File: config.mk
export PLATFORM = sky130hd
export DESIGN_NAME = seq_restoring_divider_flat
export DESIGN_NICKNAME = d
export VERILOG_FILES = /design/src/rtl/seq_restoring_divider_if.sv /design/src/rtl/seq_restoring_divider.sv /design/src/flat_wrapper.sv
export SDC_FILE = /design/constraint.sdc
export NUM_CORES = 1
export LEC_CHECK = 0
export CAP_MARGIN = 30
export CORE_MARGIN = 4
export CORE_UTILIZATION = 48
export DETAILED_ROUTE_END_ITERATION = 6
export PLACE_DENSITY_LB_ADDON = 0.2
export SETUP_SLACK_MARGIN = 0.05
export SLEW_MARGIN = 20
export SYNTH_ARGS = -nofsm -noshare
export SYNTH_HDL_FRONTEND = slang
export SYNTH_SLANG_ARGS = --single-unit
File: constraint.sdc
create_clock -name clk -period 2.6 [get_ports clk]
set_input_delay 0.65 -clock clk [delete_from_list [all_inputs] [get_ports clk]]
set_output_delay 0.65 -clock clk [all_outputs]
set_load 0.02 [all_outputs]
File: src/rtl/seq_restoring_divider_if.sv
// Start/busy/done handshake and operand/result bus between the ALU sequencer
// (master) and the restoring divider (slave).
interface seq_restoring_divider_if #(
  parameter int WIDTH = 8
) ();
  logic             start;
  logic [WIDTH-1:0] dividend;
  logic [WIDTH-1:0] divisor;
  logic             busy;
  logic             done;
  logic [WIDTH-1:0] quotient;
  logic [WIDTH-1:0] remainder;
  logic             div_by_zero;

  modport master (
    output start, dividend, divisor,
    input  busy, done, quotient, remainder, div_by_zero
  );

  modport slave (
    input  start, dividend, divisor,
    output busy, done, quotient, remainder, div_by_zero
  );
endinterface

File: src/rtl/seq_restoring_divider.sv
// Multi-cycle unsigned restoring divider: one quotient bit per clock via
// shift and two's-complement trial subtract, with a start/busy/done handshake.
module seq_restoring_divider #(
  parameter int WIDTH = 8
) (
  input logic                    clk,
  input logic                    reset,
  seq_restoring_divider_if.slave bus
);
  localparam int CW = $clog2(WIDTH);
  localparam logic [CW-1:0] LAST_COUNT = CW'(WIDTH - 1);
  localparam logic [WIDTH:0] ONE = {{WIDTH{1'b0}}, 1'b1};

  typedef enum logic [1:0] {
    IDLE = 2'd0,
    RUN  = 2'd1,
    FIN  = 2'd2
  } state_t;

  state_t state_reg, state_next;

  // The stored remainder is WIDTH bits: after each restore R < D, so the
  // extra bit of the WIDTH+1 working value is always zero between steps.
  logic [WIDTH-1:0] r_reg;
  logic [WIDTH-1:0] q_reg;
  logic [WIDTH-1:0] d_reg;
  logic [CW-1:0]    count_reg;
  logic [WIDTH-1:0] quotient_reg;
  logic [WIDTH-1:0] remainder_reg;
  logic             div_by_zero_reg;

  logic             accept;
  logic             divisor_zero;
  logic             last_step;
  logic [WIDTH:0]   r_shift;
  logic [WIDTH:0]   trial;
  logic             trial_ok;
  logic [WIDTH-1:0] r_step;
  logic [WIDTH-1:0] q_step;
  logic             busy;
  logic             done;

  assign accept       = bus.start && (state_reg != RUN);
  assign divisor_zero = (bus.divisor == '0);
  assign last_step    = (state_reg == RUN) && (count_reg == LAST_COUNT);

  // One restoring step: trial = R_shifted + ~{0,D} + 1, keep it if non-negative.
  always_comb begin
    r_shift  = {r_reg, q_reg[WIDTH-1]};
    trial    = r_shift + ~{1'b0, d_reg} + ONE;
    trial_ok = ~trial[WIDTH];
    r_step   = trial_ok ? trial[WIDTH-1:0] : r_shift[WIDTH-1:0];
    q_step   = {q_reg[WIDTH-2:0], trial_ok};
  end

  always_ff @(posedge clk or posedge reset) begin
    if (reset) begin
      state_reg <= IDLE;
    end else begin
      state_reg <= state_next;
    end
  end

  always_comb begin
    state_next = state_reg;
    case (state_reg)
      IDLE: begin
        if (bus.start) begin
          state_next = divisor_zero ? FIN : RUN;
        end
      end
      RUN: begin
        if (last_step) begin
          state_next = FIN;
        end
      end
      FIN: begin
        if (bus.start) begin
          state_next = divisor_zero ? FIN : RUN;
        end else begin
          state_next = IDLE;
        end
      end
      default: state_next = IDLE;
    endcase
  end

  always_comb begin
    busy = 1'b0;
    done = 1'b0;
    case (state_reg)
      RUN:     busy = 1'b1;
      FIN:     done = 1'b1;
      default: ;
    endcase
  end

  always_ff @(posedge clk or posedge reset) begin
    if (reset) begin
      r_reg           <= '0;
      q_reg           <= '0;
      d_reg           <= '0;
      count_reg       <= '0;
      quotient_reg    <= '0;
      remainder_reg   <= '0;
      div_by_zero_reg <= 1'b0;
    end else if (accept) begin
      d_reg           <= bus.divisor;
      r_reg           <= '0;
      q_reg           <= bus.dividend;
      count_reg       <= '0;
      div_by_zero_reg <= divisor_zero;
      if (divisor_zero) begin
        quotient_reg  <= '1;
        remainder_reg <= bus.dividend;
      end
    end else if (state_reg == RUN) begin
      r_reg     <= r_step;
      q_reg     <= q_step;
      count_reg <= count_reg + 1'b1;
      if (last_step) begin
        quotient_reg  <= q_step;
        remainder_reg <= r_step;
      end
    end
  end

  assign bus.busy        = busy;
  assign bus.done        = done;
  assign bus.quotient    = quotient_reg;
  assign bus.remainder   = remainder_reg;
  assign bus.div_by_zero = div_by_zero_reg;

endmodule
File: src/flat_wrapper.sv
// flat-port wrapper written by rule: the top's interface ports become plain ports
module seq_restoring_divider_flat 
#(
  parameter int WIDTH = 8
)
  (clk, reset, bus_start, bus_dividend, bus_divisor, bus_busy, bus_done, bus_quotient, bus_remainder, bus_div_by_zero);
  seq_restoring_divider_if #(.WIDTH(WIDTH)) bus_i ();
  input logic clk;
  input logic reset;
  input wire logic [$bits(bus_i.start)-1:0] bus_start;
  input wire logic [$bits(bus_i.dividend)-1:0] bus_dividend;
  input wire logic [$bits(bus_i.divisor)-1:0] bus_divisor;
  output wire logic [$bits(bus_i.busy)-1:0] bus_busy;
  output wire logic [$bits(bus_i.done)-1:0] bus_done;
  output wire logic [$bits(bus_i.quotient)-1:0] bus_quotient;
  output wire logic [$bits(bus_i.remainder)-1:0] bus_remainder;
  output wire logic [$bits(bus_i.div_by_zero)-1:0] bus_div_by_zero;
  assign bus_i.start = bus_start;
  assign bus_i.dividend = bus_dividend;
  assign bus_i.divisor = bus_divisor;
  assign bus_busy = bus_i.busy;
  assign bus_done = bus_i.done;
  assign bus_quotient = bus_i.quotient;
  assign bus_remainder = bus_i.remainder;
  assign bus_div_by_zero = bus_i.div_by_zero;
  seq_restoring_divider #(.WIDTH(WIDTH)) u_core (.clk(clk), .reset(reset), .bus(bus_i));
endmodule
==> impl_metrics.csv, run 1 <==
group,metric,value,unit
status,status,"finished clean",
clock_tree,clock_path_buffers,2,
critical_path,critPathKind,"flip-flop to flip-flop",
logic_synthesis,synthXorXnorAreaFrac,1.06,%
timing,fmax,385,MHz
timing,slew_viol_final,0,
clock_tree,cts-hold-fix-buffers,0,
clock_tree,cts-root-buf,"clkbuf_8",
place,dp_hpwl,4350,um
pwr,internal-power,2.87,mW
routing,vias,2092,
logic_synthesis,synth_compound_area_share,16.3,%
pwr,swShare,42.5,%
floorplanning,start_util,50.9,%
clock_tree,cts_sinks,46,
routing,finalWirelength,6280,um
logic_synthesis,synthAdderAreaFrac,5.84,%
routing,dr.pass1.iters,4,
timing,setup_viol,0,
clock_tree,clk_latency,0.29,ns
timing,finalCritPeriodShare,99.9,%
critical_path,critPathArrivalTime,2.76,ns
logic_synthesis,ys.warnings.count,0,
logic_synthesis,synth_seq_cells,46,
timing,rsz0062_at_grt,"yes",
pwr,seq_power_share,26.3,%
pwr,p_clk_share,10.4,%
logic_synthesis,yosys.area_share.simple,15.8,%
logic_synthesis,synthesis.area,2480,sq um
cells_and_area,nets,339,
pwr,p_comb_share,63.3,%
clock_tree,cts_tree,"done",
routing,antenna_violating_nets_post_route,0,
grt,use_met3,3.72,%
clock_tree,cts_buffers,5,
pwr,vdd_drop_max,0.000681,V
critical_path,worstPathRequired,2.76,ns
logic_synthesis,async_flop_share,100,%
cells_and_area,n_antenna_cell,0,
clock_tree,htreeDepth,2,
grt,grt_use_met1,27.9,%
logic_synthesis,yosys.area.top_type,"dfrtp_1",
routing,wl_per_cell,16.6,um
logic_synthesis,synth_top_family_by_area,"compound AO/OA/AOI/OAI gates",
pwr,power_leakage,1.44,nW
grt,grt_max_degree,23,
critical_path,cp_max_fo,6,
floorplanning,num_rows,25,
routing,routed_via_density,5.55,
cells_and_area,nFillCells,401,
grt,first_global_vias,2139,
logic_synthesis,synth_edf_count,0,
floorplanning,io_pins,38,
timing,setup-tns-final,0,ns
critical_path,worstSetupStartpointType,"flip-flop",
logic_synthesis,synthTopCellsByCount,"dfrtp_1 (46), nand2_1 (46), o21ai_0 (37)",
logic_synthesis,syn_nets,287,
pwr,power_density,1530,nW/um^2
logic_synthesis,avgSynthCellArea,9.67,sq um
logic_synthesis,synthTopCellsByArea,"dfrtp_1 (46%), o21ai_0 (7.5%), nand2_1 (6.9%)",
critical_path,critical_path.endpoint_type,"flip-flop",
timing,period_needed,2.60,ns
pwr,switchingPower,2.12,mW
floorplanning,die_y,80.0,um
timing,final-hold-violation-count,0,
place,globalplace.congestion,0.790,
timing,worst_slew_pin_slew,0.661,ns
grt,gr-usage-all-layers,21.1,%
logic_synthesis,synth_ff_type,"dfrtp_1",
logic_synthesis,seq_area_frac_synth,46.3,%
routing,drc_errors,0,
min_path,hp-class,"flip-flop to flip-flop",
grt,grt_use_met2,34.9,%
cells_and_area,synthToLayoutAreaGrowth,31.0,%
pwr,power,4.99,mW
timing,maxSlewHeadroom,55.8,%
place,port_buffers,37,
grt,grt_pass1_wl,10500,um
logic_synthesis,synth.top_cell.area_share,46.3,%
floorplanning,core,4880,sq um
grt,globalRoute.totalOverflow,0,
logic_synthesis,yosys-mux-area-fraction,10.5,%
floorplanning,dieArea,6390,sq um
floorplanning,die_width,80.0,um
timing,fin_worst_skew,0.00960,ns
cells_and_area,drive_gt1_share,17.7,%
logic_synthesis,ys_types,38,
clock_tree,path_clk_slew,0.09,ns
job,cap_violations,0,
routing,drt_iter0_drc,116,
grt,grt.busiest_layer,"met2",
grt,antenna_found_initial,0,
logic_synthesis,synthCells,257,
[power groups by stage]
| stage | Clock, mW | Combinational [mW] | Sequential (mW) |
|---|---|---|---|
| 2_1_floorplan | 0 | 1.70 | 1.39 |
| 3_3_place_gp | 0 | 2.53 | 1.31 |
| 3_5_place_dp | 0 | 2.57 | 1.31 |
| 4_1_cts | 0.531 | 2.91 | 1.31 |
| 5_1_grt | 0.563 | 3.46 | 1.36 |
| 6_report | 0.521 | 3.16 | 1.31 |
[worst max-delay path, stage by stage, from the launching register on]
cell and delay (ns):
dfrtp_1 0.40, inv_2 0.09, ha_4 0.13, inv_2 0.03, fa_2 0.34, a211oi_2 0.29, nor3_2 0.09, mux2i_1 0.14
a2111oi_2 0.28, buf_4 0.26, mux2i_1 0.27, o221ai_1 0.15
[layout by cell type, fill, tap and decap left out, types with 2 or more instances in the layout]
cell type,count
nand3_1,2
inv_2,3
clkbuf_8,5
mux2i_4,2
mux2i_2,2
inv_1,9
a21oi_1,7
o21ai_1,2
nand3b_1,10
o221ai_2,4
o221ai_1,4
o31ai_1,2
o21ai_0,36
xnor2_1,2
a21o_1,3
mux2i_1,12
nor2b_1,4
nor3_1,4
clkbuf_1,2
mux2_2,8
nor4_1,2
o21a_1,2
a211oi_1,2
dfrtp_1,46
buf_4,20
nor2_1,3
nand2_1,46
nand2b_1,2
ha_1,9
clkdlybuf4s50_1,37
[area by class of cell]
type | instances | area [sq um] | area share, %
Clock inverter | 1 | 30.0 | 0.923
Sequential cell | 46 | 1150 | 35.4
Tap cell | 67 | 83.8 | 2.58
Timing Repair Buffer | 58 | 541 | 16.6
Clock buffer | 7 | 76.3 | 2.35
Inverter | 12 | 45.0 | 1.38
Multi-Input combinational cell | 186 | 1330 | 40.8
[worst paths after layout]
kind	cells after the start	from	slack, ns	end
max	11	u_core.q_reg[7]	0.003	u_core.bus.remainder[4]
min	1	u_core.count_reg[0]	0.50	u_core.count_reg[0]
max reg2reg	11	u_core.q_reg[7]	0.003	u_core.bus.remainder[4]
min reg2reg	1	u_core.count_reg[0]	0.50	u_core.count_reg[0]
max in group asynchronous	3	reset	1.49	u_core.r_reg[2]
min in group asynchronous	2	reset	0.60	u_core.d_reg[3]
[per-layer routing]
layer  routed length, um  vias to the layer above
met5                   0                        -
met4                  99                        0
met3                 212                       11
met2                3120                       46
met1                2840                     1026
li1                    -                     1009
[timing repair]
item / CTS / global route
pin swaps: 5 / 6
gates resized for setup: 9 / 10
cloned: 0 / 0
endpoints found under the setup margin: 8 / 16
buffers inserted: 9 / 1
[cell families (layout without fill, tap and decap cells)]
family                   count (synthesis)  after routing
AND/OR/NAND/NOR                         80             80
AO/OA/AOI/OAI                           67             67
flip-flops                              46             46
multiplexers                            25             25
buffers and inverters                   25             78
adder cells (fa/ha/maj)                 11             11
XOR/XNOR                                 3              3
[metrics by stage]
stage | std cells | cell area (sq um) | util, % | setup WS (ns) | hold WS [ns]
3_3_place_gp | 360 | 2990 | 61.3 | 0.0390 | 0.465
2_1_floorplan | 257 | 2490 | - | 0.163 | 0.453
3_5_place_dp | 360 | 2990 | 61.3 | -0.0793 | 0.492
5_1_grt | 377 | 3250 | 66.7 | -0.116 | 0.509
6_report | 377 | 3250 | 66.7 | 0.00336 | 0.500
4_1_cts | 377 | 3200 | 65.6 | 0.00509 | 0.505
(Power assumes the default switching activity.)
==> run 2: changes to the inputs <==
TNS_END_PERCENT = 10   (was default)
==> run 2 against run 1 <==
  * Maximum frequency is essentially flat
  * Clock power about the same
  * Die area stayed put
  * Critical endpoint is now u_core.bus.remainder[0]
  * Largest power group unchanged
==> impl_metrics.csv, run 2 (synthesized netlist as in run 1, its figures left out) <==
group,metric,value,unit
pwr,vdd_drop_max,0.000674,V
routing,dr.pass1.iters,4,
critical_path,path_cells,"inv_2, ha_4, inv_2, fa_2, a211oi_2, nor3_2, mux2i_1, a2111oi_2, buf_4, mux2_4, o221ai_2",
routing,drc_errors,0,
place,dp_hpwl,4350,um
floorplanning,die_width,80.0,um
cells_and_area,synthToLayoutAreaGrowth,30.7,%
critical_path,max_stage_delay,0.39,ns
cells_and_area,drive_gt1_share,17.4,%
critical_path,critPathArrivalTime,2.81,ns
grt,antenna_found_initial,0,
timing,setup-tns-final,0,ns
routing,wl_per_cell,16.8,um
grt,first_global_vias,2144,
routing,drt_iter0_drc,72,
timing,maxSlewHeadroom,57.0,%
critical_path,worstPathRequired,2.82,ns
grt,gr-usage-all-layers,21.1,%
clock_tree,cts_tree,"done",
floorplanning,start_util,50.9,%
cells_and_area,final_area,3250,sq um
cells_and_area,nets,339,
grt,grt_use_met1,27.8,%
status,status,"finished clean",
timing,rsz0062_at_grt,"yes",
critical_path,critical_path.endpoint_type,"flip-flop",
clock_tree,htreeDepth,2,
floorplanning,num_rows,25,
timing,period_needed,2.59,ns
floorplanning,io_pins,38,
timing,fmax,385,MHz
timing,fin_worst_skew,0.00802,ns
routing,antenna_violating_nets_post_route,0,
min_path,hp-class,"flip-flop to flip-flop",
timing,setup_viol,0,
place,port_buffers,37,
timing,fin_ws,0.00541,ns
critical_path,cp_max_fo,6,
critical_path,worst_path_max_delay_cell,"dfrtp_1",
cells_and_area,layout_common_cells,"nand2_1 (46), dfrtp_1 (46), clkdlybuf4s50_1 (37)",
timing,finalCritPeriodShare,99.8,%
routing,routed_via_density,5.54,
timing,slew_viol_final,0,
timing,worst_slew_pin_slew,0.644,ns
floorplanning,dieArea,6390,sq um
clock_tree,cts-hold-fix-buffers,0,
grt,use_met3,3.95,%
grt,grt_use_met2,35.5,%
clock_tree,path_clk_slew,0.09,ns
critical_path,worstSetupStartpointType,"flip-flop",
timing,whs,0.499,ns
floorplanning,die_y,80.0,um
timing,final-hold-violation-count,0,
grt,grt.busiest_layer,"met2",
routing,finalWirelength,6340,um
place,dp.cells,360,
critical_path,critPathKind,"flip-flop to flip-flop",
pwr,power,4.99,mW
cells_and_area,final_util,66.6,%
pwr,power_leakage,1.44,nW
place,place_area,2990,sq um
clock_tree,cts_buffers,5,
clock_tree,clk_latency,0.29,ns
grt,globalRoute.totalOverflow,0,
pwr,power_density,1540,nW/um^2
floorplanning,core,4880,sq um
clock_tree,cts_sinks,46,
clock_tree,cts-root-buf,"clkbuf_8",
grt,grt_max_degree,23,
grt,grt_pass1_wl,10500,um
cells_and_area,n_antenna_cell,0,
place,dp_slack,-0.0793,ns
clock_tree,clock_path_buffers,2,
cells_and_area,instances_no_fill,377,
routing,vias,2087,
job,cap_violations,0,
critical_path,cpMostUsedCell,"inv_2",
place,globalplace.congestion,0.790,
[run 2: final timing paths]
kind,startpoint,endpoint,slack (ns),cells past startpoint
setup / recovery,u_core.q_reg[7],u_core.bus.remainder[0],0.005,11
hold / removal,u_core.count_reg[0],u_core.count_reg[0],0.50,1
setup reg to reg,u_core.q_reg[7],u_core.bus.remainder[0],0.005,11
hold reg to reg,u_core.count_reg[0],u_core.count_reg[0],0.50,1
max in group asynchronous,reset,u_core.r_reg[2],1.50,3
min in group asynchronous,reset,u_core.d_reg[4],0.60,2
[run 2: power by group]
group | internal (mW) | leakage, nW | switching (mW) | total [mW]
logic | 1.51 | 0.847 | 1.64 | 3.15
clock network | 0.288 | 0.0524 | 0.234 | 0.522
registers | 1.07 | 0.539 | 0.247 | 1.31
total | 2.87 | 1.44 | 2.12 | 4.99
[run 2: cell type report]
class	count	area, sq um
Sequential cell	46	1150
Inverter	12	45.0
Timing Repair Buffer	58	541
Fill cell	409	1630
Tap cell	67	83.8
Clock buffer	7	76.3
Clock inverter	1	30.0
Multi-Input combinational cell	186	1320
[run 2: worst max-delay path: cells and delay by family, from the launching register on]
family / cells / cell delay (ns)
AND/OR/NAND/NOR: 1 / 0.09
adder cells (fa/ha/maj): 2 / 0.47
multiplexers: 2 / 0.47
AO/OA/AOI/OAI: 3 / 0.72
flip-flops: 1 / 0.39
buffers and inverters: 3 / 0.37
[run 2: metal layers]
metal / routed length, um / share of wire (%)
met1: 2860 / 45
met2: 3120 / 49
met3: 283 / 4.5
met4: 72 / 1.1
met5: 0 / 0
[run 2: repair_timing]
item / 4_1_cts / 5_1_grt
resized for setup: 10 / 8
setup endpoints to repair: 8 / 16
pin swaps: 6 / 8
buffers inserted: 9 / 1
==> RTL edit, RTL diff (flow settings as in run 1) <==
Re-encode `state_t` (3 states) as one-hot, 3 bits wide.
--- a/src/rtl/seq_restoring_divider.sv
+++ b/src/rtl/seq_restoring_divider.sv
@@ -11,10 +11,10 @@
   localparam logic [CW-1:0] LAST_COUNT = CW'(WIDTH - 1);
   localparam logic [WIDTH:0] ONE = {{WIDTH{1'b0}}, 1'b1};
 
-  typedef enum logic [1:0] {
-    IDLE = 2'd0,
-    RUN  = 2'd1,
-    FIN  = 2'd2
+  typedef enum logic [2:0] {
+    IDLE = 3'b001,
+    RUN  = 3'b010,
+    FIN  = 3'b100
   } state_t;
 
   state_t state_reg, state_next;
Formal check against the unedited RTL: same outputs for any inputs over 10 cycles, from zero or initial values and one cycle with reset high; not proved beyond that.
==> RTL edit against run 1 <==
- via count rose by 3.8%
- die area rose by 5.9%
- synthesized area rose by 6.5%
- sequential cell count rose by 1
- routed wire length barely moved
- design area rose by 2.2%
- setup slack improved by 0.15 ns
Power is not compared: it rests on default switching activity, and its combinational part moved more than twofold at a synthesized area within 25%.
==> RTL edit: results (changes against run 1) <==
Async S/R FF share, synth 1.00 (unchanged); Critical Path Fanout Max 6 (unchanged); FILL cells 432 (+7.7%); first-pass GRT wire length 10400 um (-0.86%); layout cell share with drive strength beyond 1 0.180 (+0.00239); DP Wirelength 4640 um (+6.8%); delay-heaviest family, CP multiplexers; synth top area cells dfrtp_1 (43%), mux2i_1 (6.0%), ha_1 (4.7%), nand2_1 (4.1%), o21ai_1 (3.6%); GP Congestion 0.872 (+10%); DIE AREA 0.00677 mm^2 (+5.9%); antenna cells 0 (unchanged); initial antenna violation count 0 (unchanged); Port Buffers 37 (unchanged); Worst VDD drop roughly 0.43 mV; Clk Latency, worst-skew pair 0.29 ns (about the same); clock buffers created by TritonCTS 5 (unchanged); Reg clk slew, reported paths 0.09 ns (about the same); Power Dens Cells around 740 mW/mm^2; DR pass1 iterations 4 (unchanged); Max stage delay on crit path 0.40 ns (about the same); Synth Net Count 297 (+3.5%); Hold WS 0.505 ns (+0.00549 ns); 1st-iter DRT viols 146 (+26%); Clk Tree Root Cell clkbuf_8; number of nets in the final layout 346 (+2.1%); slew at the pin closest to its max-slew limit 0.476 ns (-0.185 ns); flop-to-flop setup slack 0.15 ns (+0.15 ns); Setup WS pre-CTS 0.0418 ns (+0.121 ns); htree depth 2 (unchanged); CP max stage cell dfrtp_1; number of global-route vias before repair 2076 (-2.9%); Vias/cell 5.61 (+1.1%); Cells after DPL 378 (+5.0%); Synth Flop Type dfrtp_1; setup slack after layout 0.150 ns (+0.146 ns); Leak ~1.4 nW; pin count of the biggest net entering global routing 34 (+48%); gr usage total 0.201 (-0.00998); Ys Warns 0 (unchanged); Clk power between 0.4 and 0.5 mW; net load switching power 0.899 mW; Mapped Cells 267 (+3.9%); Sequential Power Share 0.409; Cell variety after synth 57 (+50%); crit path DAT 2.61 ns (-0.15 ns); clk_skew 0.00380 ns (-0.00580 ns); total wire length 6270 um (about the same); Finished Layout Cells 387 (+2.7%); outcome finished clean; Post-synth top cells dfrtp_1 (46), nand2_1 (29), o21ai_1 (19), a21oi_1 (17), nor2_1 (17); clk buf depth 2 (unchanged); CP startpoint u_core.q_reg[7]; Post-DP Area 0.00318 mm^2 (+6.4%); type of the most critical hold path register to register; register area share after synthesis 0.445 (-0.0185); min-delay src u_core.count_reg[0]
RTL edit: final timing paths:
path	endpoint	depth (start not counted)
max	u_core.bus.remainder[6]	10
min	u_core.count_reg[0]	1
max reg2reg	u_core.bus.remainder[6]	10
min reg2reg	u_core.count_reg[0]	1
max in group asynchronous	u_core.r_reg[6]	3
min in group asynchronous	u_core.state_reg[1]	2
RTL edit: layout make-up:
class,instances,area [um^2],area share
Clock buffer,5,68.8,0.0207
Clock inverter,3,18.8,0.00564
Inverter,14,65.1,0.0196
Multi-Input combinational cell,194,1390,0.419
Sequential cell,47,1180,0.354
Tap cell,70,87.6,0.0263
Timing Repair Buffer,54,513,0.154
RTL edit: logic make-up (layout without fill, tap and decap cells):
logic type                 after synthesis  count (layout)  synth area share
and+or+nand+nor                         80              80             0.167
AOI/OAI and AO/OA                       74              74             0.174
DFF                                     47              47             0.445
buffers and inverters                   26              76            0.0458
muxes                                   25              25             0.100
adders and majority gates               11              11            0.0548
xor gates and xnor gates                 4               4            0.0132
RTL edit: repair_timing:
action                                  in CTS  in global routing
endpoints found under the setup margin       1                 18
setup buffers                                0                  1
pin swaps                                    0                  5
resized for setup                            1                 12
RTL edit: worst reg2reg max path, cell delays in order (launching register included):
cell and delay, ns:
dfrtp_1 0.40, inv_2 0.09, ha_4 0.12, inv_1 0.05
fa_2 0.39, a211oi_4 0.27, nor3_2 0.10, mux2_4 0.35
nor2_8 0.18, mux2i_2 0.26, o211ai_1 0.11
RTL edit: layer usage:
| layer | track usage | vias to the layer above | share of wire |
|---|---|---|---|
| met5 | 0 | - | 0 |
| li1 | - | 1063 | - |
| met1 | 0.287 | 1047 | 0.46 |
| met4 | 0.0432 | 0 | 0.011 |
| met3 | 0.0325 | 8 | 0.047 |
| met2 | 0.320 | 53 | 0.48 |
